==> config.mk <==
export PLATFORM = sky130hd
export DESIGN_NAME = alu_mc
export DESIGN_NICKNAME = d
export VERILOG_FILES = /design/src/rtl/alu_mc.sv
export SDC_FILE = /design/constraint.sdc
export NUM_CORES = 1
export LEC_CHECK = 0
export CORE_AREA = 2 2 260 262
export CTS_CLUSTER_SIZE = 8
export DETAILED_ROUTE_END_ITERATION = 12
export DIE_AREA = 0 0 262 264
export PLACE_DENSITY = 0.65
export SLEW_MARGIN = 20
export SYNTH_ARGS = -nofsm -noshare
export SYNTH_HDL_FRONTEND = slang
export SYNTH_SLANG_ARGS = --single-unit
==> constraint.sdc <==
create_clock -name clk -period 8.6 [get_ports clk]
set_input_delay 1.29 -clock clk [delete_from_list [all_inputs] [get_ports clk]]
set_output_delay 1.29 -clock clk [all_outputs]
set_load 0.05 [all_outputs]
==> src/rtl/alu_mc.sv <==
// Multi-cycle execute-stage ALU: iterative MUL and DIV/MOD, registered simple ops.
// Define ALU_EXT_FLAGS_EN to add the neg/carry/ovf flag outputs.
module alu_mc #(
    parameter  int WIDTH = 32,
    localparam int SHW   = $clog2(WIDTH)
) (
    input  logic             clk,
    input  logic             rst_n,
    input  logic             flush,
    input  logic             in_valid,
    output logic             in_ready,
    input  logic [WIDTH-1:0] a,
    input  logic [WIDTH-1:0] b,
    input  logic [3:0]       op,
    output logic             out_valid,
    input  logic             out_ready,
    output logic [WIDTH-1:0] y,
    output logic             zero
`ifdef ALU_EXT_FLAGS_EN
   ,output logic             neg,
    output logic             carry,
    output logic             ovf
`endif
);

    localparam logic [3:0] ALU_ADD  = 4'd0;
    localparam logic [3:0] ALU_SUB  = 4'd1;
    localparam logic [3:0] ALU_AND  = 4'd2;
    localparam logic [3:0] ALU_OR   = 4'd3;
    localparam logic [3:0] ALU_XOR  = 4'd4;
    localparam logic [3:0] ALU_SLT  = 4'd5;
    localparam logic [3:0] ALU_SLL  = 4'd6;
    localparam logic [3:0] ALU_SRL  = 4'd7;
    localparam logic [3:0] ALU_SRA  = 4'd8;
    localparam logic [3:0] ALU_PASS = 4'd9;
    localparam logic [3:0] ALU_NOT  = 4'd10;
    localparam logic [3:0] ALU_MUL  = 4'd11;
    localparam logic [3:0] ALU_DIV  = 4'd12;
    localparam logic [3:0] ALU_MOD  = 4'd13;

    localparam logic [1:0] S_IDLE = 2'd0;
    localparam logic [1:0] S_MUL  = 2'd1;
    localparam logic [1:0] S_DIV  = 2'd2;
    localparam logic [1:0] S_FIX  = 2'd3;

    logic [1:0]       r_state;
    logic [SHW-1:0]   r_cnt;
    logic [3:0]       r_op;
    logic             r_sgn;
    logic [WIDTH:0]   r_acc;
    logic [WIDTH-1:0] r_q;
    logic [WIDTH-1:0] r_d;
    logic [WIDTH-1:0] r_y;
    logic             r_zero;
    logic             r_ov;

    logic             w_fire;
    logic             w_is_div;
    logic             w_dz;
    logic             w_iter;
    logic             w_load;
    logic [WIDTH-1:0] w_a_mag;
    logic [WIDTH-1:0] w_b_mag;
    logic [WIDTH-1:0] w_sy;
    logic             w_sz;
    logic [WIDTH-1:0] w_rem;
    logic [WIDTH-1:0] w_mag;
    logic [WIDTH-1:0] w_fix_y;
    logic [WIDTH-1:0] w_ynext;
    logic             w_znext;

    // One non-restoring step: remainder carries its sign in the top bit.
    function automatic logic [2*WIDTH:0] div_step(
        input logic [WIDTH:0]   rem,
        input logic [WIDTH-1:0] q,
        input logic [WIDTH-1:0] d
    );
        logic [WIDTH:0] sh;
        logic [WIDTH:0] nr;
        sh = {rem[WIDTH-1:0], q[WIDTH-1]};
        nr = rem[WIDTH] ? sh + {1'b0, d} : sh - {1'b0, d};
        return {nr, q[WIDTH-2:0], ~nr[WIDTH]};
    endfunction

    assign in_ready = rst_n && (r_state == S_IDLE)
                      && (!r_ov || out_ready) && !flush;
    assign w_fire   = in_valid && in_ready;
    assign w_is_div = (op == ALU_DIV) || (op == ALU_MOD);
    assign w_dz     = w_is_div && (b == '0);
    assign w_iter   = (op == ALU_MUL) || (w_is_div && !w_dz);
    assign w_a_mag  = a[WIDTH-1] ? -a : a;
    assign w_b_mag  = b[WIDTH-1] ? -b : b;

    always_comb begin
        w_sy = '0;
        case (op)
            ALU_ADD:  w_sy = a + b;
            ALU_SUB:  w_sy = a - b;
            ALU_AND:  w_sy = a & b;
            ALU_OR:   w_sy = a | b;
            ALU_XOR:  w_sy = a ^ b;
            ALU_SLT:  w_sy = {{(WIDTH-1){1'b0}}, $signed(a) < $signed(b)};
            ALU_SLL:  w_sy = a << b[SHW-1:0];
            ALU_SRL:  w_sy = a >> b[SHW-1:0];
            ALU_SRA:  w_sy = $signed(a) >>> b[SHW-1:0];
            ALU_PASS: w_sy = b;
            ALU_NOT:  w_sy = ~b;
            ALU_DIV:  w_sy = '1;
            ALU_MOD:  w_sy = a;
            default:  w_sy = '0;
        endcase
        w_sz = w_dz ? (op == ALU_DIV) : (w_sy == '0);
    end

    assign w_rem = r_acc[WIDTH-1:0] + (r_acc[WIDTH] ? r_d : '0);

    always_comb begin
        w_mag = w_rem;
        if (r_op == ALU_MUL)
            w_mag = r_acc[WIDTH-1:0];
        else if (r_op == ALU_DIV)
            w_mag = r_q;
    end

    assign w_fix_y = r_sgn ? -w_mag : w_mag;
    assign w_load  = (w_fire && !w_iter) || ((r_state == S_FIX) && !flush);
    assign w_ynext = (r_state == S_FIX) ? w_fix_y : w_sy;
    assign w_znext = (r_state == S_FIX) ? (w_fix_y == '0) : w_sz;

    always_ff @(posedge clk) begin
        if (!rst_n) begin
            r_state <= S_IDLE;
            r_ov    <= 1'b0;
            r_y     <= '0;
            r_zero  <= 1'b0;
        end else begin
            if (r_ov && out_ready)
                r_ov <= 1'b0;
            if (flush) begin
                r_ov    <= 1'b0;
                r_state <= S_IDLE;
            end else begin
                case (r_state)
                    S_IDLE: if (w_fire && w_iter) begin
                        r_op  <= op;
                        r_cnt <= SHW'(WIDTH - 2);
                        // The accept edge already performs the first iteration.
                        if (op == ALU_MUL) begin
                            r_state <= S_MUL;
                            r_sgn   <= a[WIDTH-1] ^ b[WIDTH-1];
                            r_acc   <= {1'b0, w_b_mag[0] ? w_a_mag : '0};
                            r_d     <= w_a_mag << 1;
                            r_q     <= w_b_mag >> 1;
                        end else begin
                            r_state <= S_DIV;
                            r_sgn   <= (op == ALU_DIV) ? a[WIDTH-1] ^ b[WIDTH-1]
                                                       : a[WIDTH-1];
                            r_d     <= w_b_mag;
                            {r_acc, r_q} <= div_step('0, w_a_mag, w_b_mag);
                        end
                    end
                    S_MUL: begin
                        r_acc <= {1'b0, r_acc[WIDTH-1:0] + (r_q[0] ? r_d : '0)};
                        r_d   <= r_d << 1;
                        r_q   <= r_q >> 1;
                        if (r_cnt == '0) r_state <= S_FIX;
                        else r_cnt <= r_cnt - 1'b1;
                    end
                    S_DIV: begin
                        {r_acc, r_q} <= div_step(r_acc, r_q, r_d);
                        if (r_cnt == '0) r_state <= S_FIX;
                        else r_cnt <= r_cnt - 1'b1;
                    end
                    default: r_state <= S_IDLE;
                endcase
                if (w_load) begin
                    r_y    <= w_ynext;
                    r_zero <= w_znext;
                    r_ov   <= 1'b1;
                end
            end
        end
    end

    assign out_valid = r_ov;
    assign y         = r_y;
    assign zero      = r_zero;

`ifdef ALU_EXT_FLAGS_EN
    logic w_c_next;
    logic w_o_next;
    logic r_neg;
    logic r_carry;
    logic r_ovf;

    // Flags derived from the MSBs of operands and the simple-path sum.
    always_comb begin
        w_c_next = 1'b0;
        w_o_next = 1'b0;
        if (r_state == S_IDLE && op == ALU_ADD) begin
            w_c_next = (a[WIDTH-1] & b[WIDTH-1])
                     | ((a[WIDTH-1] | b[WIDTH-1]) & ~w_sy[WIDTH-1]);
            w_o_next = (a[WIDTH-1] == b[WIDTH-1])
                     && (w_sy[WIDTH-1] != a[WIDTH-1]);
        end else if (r_state == S_IDLE && op == ALU_SUB) begin
            w_c_next = (a[WIDTH-1] & ~b[WIDTH-1])
                     | ((a[WIDTH-1] | ~b[WIDTH-1]) & ~w_sy[WIDTH-1]);
            w_o_next = (a[WIDTH-1] != b[WIDTH-1])
                     && (w_sy[WIDTH-1] != a[WIDTH-1]);
        end
    end

    always_ff @(posedge clk) begin
        if (!rst_n) begin
            r_neg   <= 1'b0;
            r_carry <= 1'b0;
            r_ovf   <= 1'b0;
        end else if (!flush && w_load) begin
            r_neg   <= w_ynext[WIDTH-1];
            r_carry <= w_c_next;
            r_ovf   <= w_o_next;
        end
    end

    assign neg   = r_neg;
    assign carry = r_carry;
    assign ovf   = r_ovf;
`endif

endmodule

Yosys cells after proc, flatten, opt, wreduce, memory -nomap -nowiden:

Cells that the tools add are included.

* memory bits (read-only): 0
* logic and storage cells: 124
* latch bits: 0
* bits in writable memories: 0
* register bits after elaboration: 143
* memories: 0

* bitwise logic cells: 9
* $mul: 0
* equality and inequality tests: 21
* $lt $le $gt $ge: 1
* shifts and indexed selects: 3
* div/mod/pow operators: 0
* reductions and logical operators: 36
* multiplexer cells: 33
* $add $sub $neg: 11

Operators with widths (count)
* $mux 32: 13
* $pmux 32 s13: 1
* $mux 33: 3
* $pmux 33 s3: 1
* $add 32x32->32: 3
* $logic_not 32->1: 3
* $neg 32->32: 3
* $pmux 32 s3: 1
* $pmux 32 s2: 1
* $add 33x32->33: 1
* $sub 1x32->33: 1
* $sub 33x32->33: 1
* $and 32x32->32: 1
* $eq 4x4->1 const B: 8
* $lt 32x32->1: 1
* $not 32->32: 1
* $or 32x32->32: 1
* $shl 32x5->32: 1
* $shr 32x5->32: 1
* $sshr 32x5->32: 1
* $sub 32x32->32: 1
* $xor 32x32->32: 1
* $eq 4x3->1 const B: 4
* $reduce_and 4->1: 3
* 25 further kinds: 58

Longest topological paths before layout:

* word-level depth: 10
* gate-level depth with buffers: 23

Worst setup path after synthesis:

Ideal clock, no wire load.

* path kind: input port to flip-flop
* from: in b[0]
* to: reg r_acc[0] (enable)
* data required time: 8112 ps
* setup time: 488 ps
* data arrival time: 7065 ps
* cell stages on the path: 17
* setup slack: 1047 ps
* path through: buf_2 -> buf_2 -> buf_2 -> buf_2 -> buf_2 -> clkbuf_1 -> inv_1 -> ha_1 -> nand3_1 -> nor2_1 -> nand3_1 -> nor3b_1 -> o21ai_0 -> nor2b_1 -> nand2b_1 -> nand2_1 -> nor2_1

* longest elaborated chain between the ends: 8

RTL lines
* start, declared: RTL line 13 `input logic [WIDTH-1:0] b,`
* $logic_not 32->1: RTL line 89 `assign w_dz = w_is_div && (b == '0);`
* $logic_and 1x1->1: RTL line 89
* $logic_not 1->1: RTL line 90 `assign w_iter = (op == ALU_MUL) || (w_is_div && !w_dz);`
* $logic_and 1x1->1: RTL line 90
* $logic_or 1x1->1: RTL line 90
* $logic_and 1x1->1: RTL line 144 `S_IDLE: if (w_fire && w_iter) begin`
* $ne 2x1->1 (no source line)
* $reduce_and 4->1 (no source line)
* end signal, assigned: RTL line 151 `r_acc <= {1'b0, w_b_mag[0] ? w_a_mag : '0};`
* end signal, assigned: RTL line 159 `{r_acc, r_q} <= div_step('0, w_a_mag, w_b_mag);`
* end signal, assigned: RTL line 163 `r_acc <= {1'b0, r_acc[WIDTH-1:0] + (r_q[0] ? r_d : '0)};`
* end, declared: RTL line 50 `logic [WIDTH:0] r_acc;`

Every way passes these cells.
A chain may end at the register's enable or synchronous reset.

Final worst setup path:

* from: in a[2]
* to: reg r_acc[27] (data pin)

* longest elaborated chain between the ends: 6
* elaborated cells on any way between the ends: 7
* those cells by class: add/sub (2); mux (5)

RTL lines
* start, declared: RTL line 12 `input logic [WIDTH-1:0] a,`
* $neg 32->32 *: RTL line 91 `assign w_a_mag = a[WIDTH-1] ? -a : a;`
* $mux 32 *: RTL line 91
* $sub 1x32->33 or $mux 32 (tied branches): RTL line 81, 151
* $mux 33 *: RTL line 148 `if (op == ALU_MUL) begin`
* $mux 33 *: RTL line 144
* $pmux 33 s3 *: RTL line 143 `case (r_state)`

Every way passes the cells marked *; elsewhere a longest branch is shown, timed or not. The select of a mux whose other input is x is not followed.

==> impl_metrics.py <==
metrics = {
    "die": {
        "fp-row-count": 95,
        "start_util_pct": 39.6,
        "coreArea_mm2": 0.0666,
        "io_pins": 108,
        "dieHeight_um": 264,
        "die_width_um": 262,
        "dieArea_mm2": 0.0692,
    },
    "sta": {
        "fin_crit_sh_pct": 88.2,
        "rsz0062_at_grt": "no",
        "fin_skew_ns": 0.0142,
        "finalMaxSlewViolations": 0,
        "fin_setup_tns_ns": 0,
        "slew_headroom_pct": 16.7,
        "finalSetupViolations": 0,
        "finalHoldViolCount": 0,
        "worst_pin_slew_ns": 1.25,
        "worst_slack_ns": 1.01,
        "min_period_ns": 7.59,
        "fin_hold_ws_ns": 0.463,
        "fmax_ghz": 0.132,
    },
    "yosys": {
        "netlist_instances": 3576,
        "synth_top_area_cell": "edfxtp_1",
        "synth-main-ff-cell": "edfxtp_1",
        "yosysSeqAreaShare_pct": 14.9,
        "synth_edf_count": 107,
        "synthesis.nets": 3857,
        "syn_area_mm2": 0.0264,
        "synth_area_leaders": "edfxtp_1, ha_1, a21oi_1",
        "synth_async_sr_flop_share_pct": 0,
        "synth_cell_types": 113,
        "syn_area_per_cell_um2": 7.37,
        "synth_warnings": 0,
        "synth.top_cell.area_share_pct": 12.2,
        "ys_seq_elements": 143,
    },
    "clocking": {
        "cts_made_buffers": 17,
        "worst_skew_pair.late_latency_ns": 0.46,
        "htreeDepth": 4,
        "clkSinkCount": 143,
        "cts_buffer_depth": 2,
        "tritoncts": "done",
        "cts-root-buf": "clkbuf_16",
        "postCtsHoldBufs": 0,
        "ctsResizeCount": 0,
        "post_cts_buffers": 0,
        "clkTransAtPathRegs_ns": 0.07,
    },
    "setup_path": {
        "path_buf_inv": 3,
        "crit_required_ns": 8.78,
        "reg2reg_to": "zero$_SDFFE_PN0P_",
        "crit_path_cell_trace": "clkdlybuf4s50_1, buf_4, nor4_1, nand2_1, or4_1, or3_1, or3_1, or2_2, or4_1, or4_1, ha_1, inv_1, nand3_1, nor3_1, nand4_1, nor3_1, nand2_1, nor2_1, nand3_1, xnor2_1, a21oi_1, o221ai_1",
        "max_stage_delay_ns": 0.59,
        "crit_type": "in -> reg",
        "cp_slowest_cell": "or4_1",
        "r2r_cells": 17,
        "r2r-start": "r_acc[32]$_DFFE_PP_",
        "endpoint_kind": "register",
        "worst-r2r-setup-slack_ns": 2.36,
        "cp_top_family": "simple AND/OR/NAND/NOR gates",
        "path_max_fanout": 12,
        "worstPathArrival_ns": 7.77,
        "cp_common_cell": "or4_1",
        "crit_path_start_kind": "primary input",
    },
    "grt": {
        "track_usage_pct": 33.9,
        "overflow": 0,
        "antenna_found_initial": 4,
        "grt_max_degree": 94,
        "grt_pass1_wl_um": 178000,
        "grt_pass1_vias": 27400,
    },
    "finish": {
        "layout-area-overhead-vs-synth_pct": 8.88,
        "final_core_util_pct": 43.1,
        "finalNonFillerCells": 4404,
        "stdcell_area_mm2": 0.0287,
        "nets": 3798,
        "layout_commonest_cell": "nand2_1",
        "final_cell_mix": "nand2_1, a21oi_1, nor2_1",
        "drive_above_1_share_pct": 7.31,
    },
    "routing": {
        "vias": 29900,
        "ant_nets": 0,
        "firstDrtPassIters": 7,
        "drc": 0,
        "vias_per_cell": 6.78,
        "wl_um": 120000,
        "drt_iter0_markers": 4809,
        "wire_per_inst_um": 27.3,
    },
    "placement": {
        "pre_cts_slack_ns": 0.712,
        "placed_area_mm2": 0.0281,
        "routabilityCongestion": 1.09,
        "dp_hpwl_um": 94200,
        "dp.cells": 4371,
        "portBuffers": 107,
    },
    "pwr": {
        "power_switching_mw": 1.12,
        "powerDensity_mw_per_mm2": 92.4,
        "peakVddDrop_mv": 0.146,
        "netSwitchingFraction_pct": 42.2,
        "p_seq_share_pct": 29.0,
        "p_leak_nw": 10.8,
        "power_frac_comb_pct": 44.0,
        "total_power_mw": 2.65,
        "intPower_mw": 1.53,
        "clkPwrFrac_pct": 27.0,
    },
    "min_path": {
        "min-delay-start": "y[4]$_SDFFE_PN0P_",
        "hold_depth": 2,
        "worstHoldEndpoint": "y[4]$_SDFFE_PN0P_",
        "hold_class": "reg -> reg",
    },
    "flow_run": {
        "drv_cap": 0,
    },
    "status": {
        "status": "finished clean",
    },
}
[layer usage]
layer  track usage [%]  vias up  share of wire [%]
li1                  -    13400                  -
met1              44.1    14100                 39
met2              51.4     1974                 43
met3              6.96      421                 11
met4              20.3        6                7.3
met5                 0        -              0.038
[final cells by class]
cell class	count	area (um^2)
repair buffers	181	1620
diodes	1	2.50
well taps	873	1090
clock inverters	11	78.8
inverters	150	564
flip-flops and latches	143	3930
fillers	6986	37900
clock buffers	21	462
multi-input cells	3024	20900
[kinds of logic after synthesis]
logic type | Yosys count | synth area share (%)
DFF | 143 | 14.9
and+or+nand+nor | 1208 | 22.8
muxes | 116 | 6.68
adders and majority gates | 208 | 10.0
AOI/OAI and AO/OA | 1267 | 32.1
buffers and inverters | 409 | 6.03
xor gates and xnor gates | 225 | 7.48
[worst register-to-register path, stage by stage, from the launching register on]
cell	delay (ns)
edfxtp_1	0.41
inv_1	0.63
nor2_1	0.14
ha_1	0.27
fa_1	0.44
a211oi_1	0.47
o21ai_0	0.27
a21o_1	0.23
a32oi_1	0.47
nand3_1	0.23
o21bai_1	0.27
nor3_1	0.63
a31oi_1	0.20
xnor2_1	0.28
a2111oi_0	0.46
nand4_1	0.14
or4_1	0.45
o31ai_2	0.20
[worst max path at each step]
| stage | start | to | slack [ns] | cells past startpoint |
|---|---|---|---|---|
| after floorplan | b[0] | r_acc[0]$_DFFE_PP_ | 1.05 | 17 |
| after global placement | a[2] | r_acc[26]$_DFFE_PP_ | 0.77 | 23 |
| after detailed placement | a[2] | r_acc[27]$_DFFE_PP_ | 0.71 | 22 |
| after CTS | a[2] | r_acc[27]$_DFFE_PP_ | 1.18 | 22 |
| after global routing | a[2] | r_acc[27]$_DFFE_PP_ | 0.64 | 22 |
| final | a[2] | r_acc[27]$_DFFE_PP_ | 1.01 | 22 |
[power by group through the flow]
stage | Combinational (mW) | Clock [mW] | Sequential [mW]
6_report | 1.17 | 0.716 | 0.769
5_1_grt | 1.22 | 0.739 | 0.770
4_1_cts | 1.11 | 0.718 | 0.769
3_5_place_dp | 1.11 | 0 | 0.784
3_3_place_gp | 1.11 | 0 | 0.784
2_1_floorplan | 0.675 | 0 | 0.803
[registers in the layout (all words and copies together) (netlist names), 2 cells and up]
name,flops
r_acc,33
r_d,32
r_q,32
y,32
r_cnt,5
r_op,4
r_state,2
[cell usage after synthesis (11+ instances only)]
master / count
nand2_1: 353
a21oi_1: 324
nor2_1: 282
o21ai_0: 242
clkbuf_1: 219
ha_1: 203
xnor2_1: 155
inv_1: 148
edfxtp_1: 107
nor3_1: 96
nand3_1: 74
a221oi_1: 72
xor2_1: 70
and2_1: 69
a211oi_1: 63
a21o_1: 63
o211ai_1: 54
o31ai_1: 49
mux4_2: 45
nor2b_1: 45
o22ai_1: 45
nand4_1: 43
a31oi_1: 42
mux2i_1: 42
and3_1: 38
nor4_1: 37
dfxtp_1: 36
or3_1: 33
mux2_2: 29
nand2b_1: 28
o221ai_1: 26
o21bai_1: 25
a21boi_0: 24
or4_1: 24
a22oi_1: 23
o21a_1: 22
a2111oi_0: 20
buf_2: 19
a221o_1: 17
buf_1: 14
o41ai_1: 13
a211o_1: 11
nand3b_1: 11
Note: power is estimated with default switching activity, not from simulation.
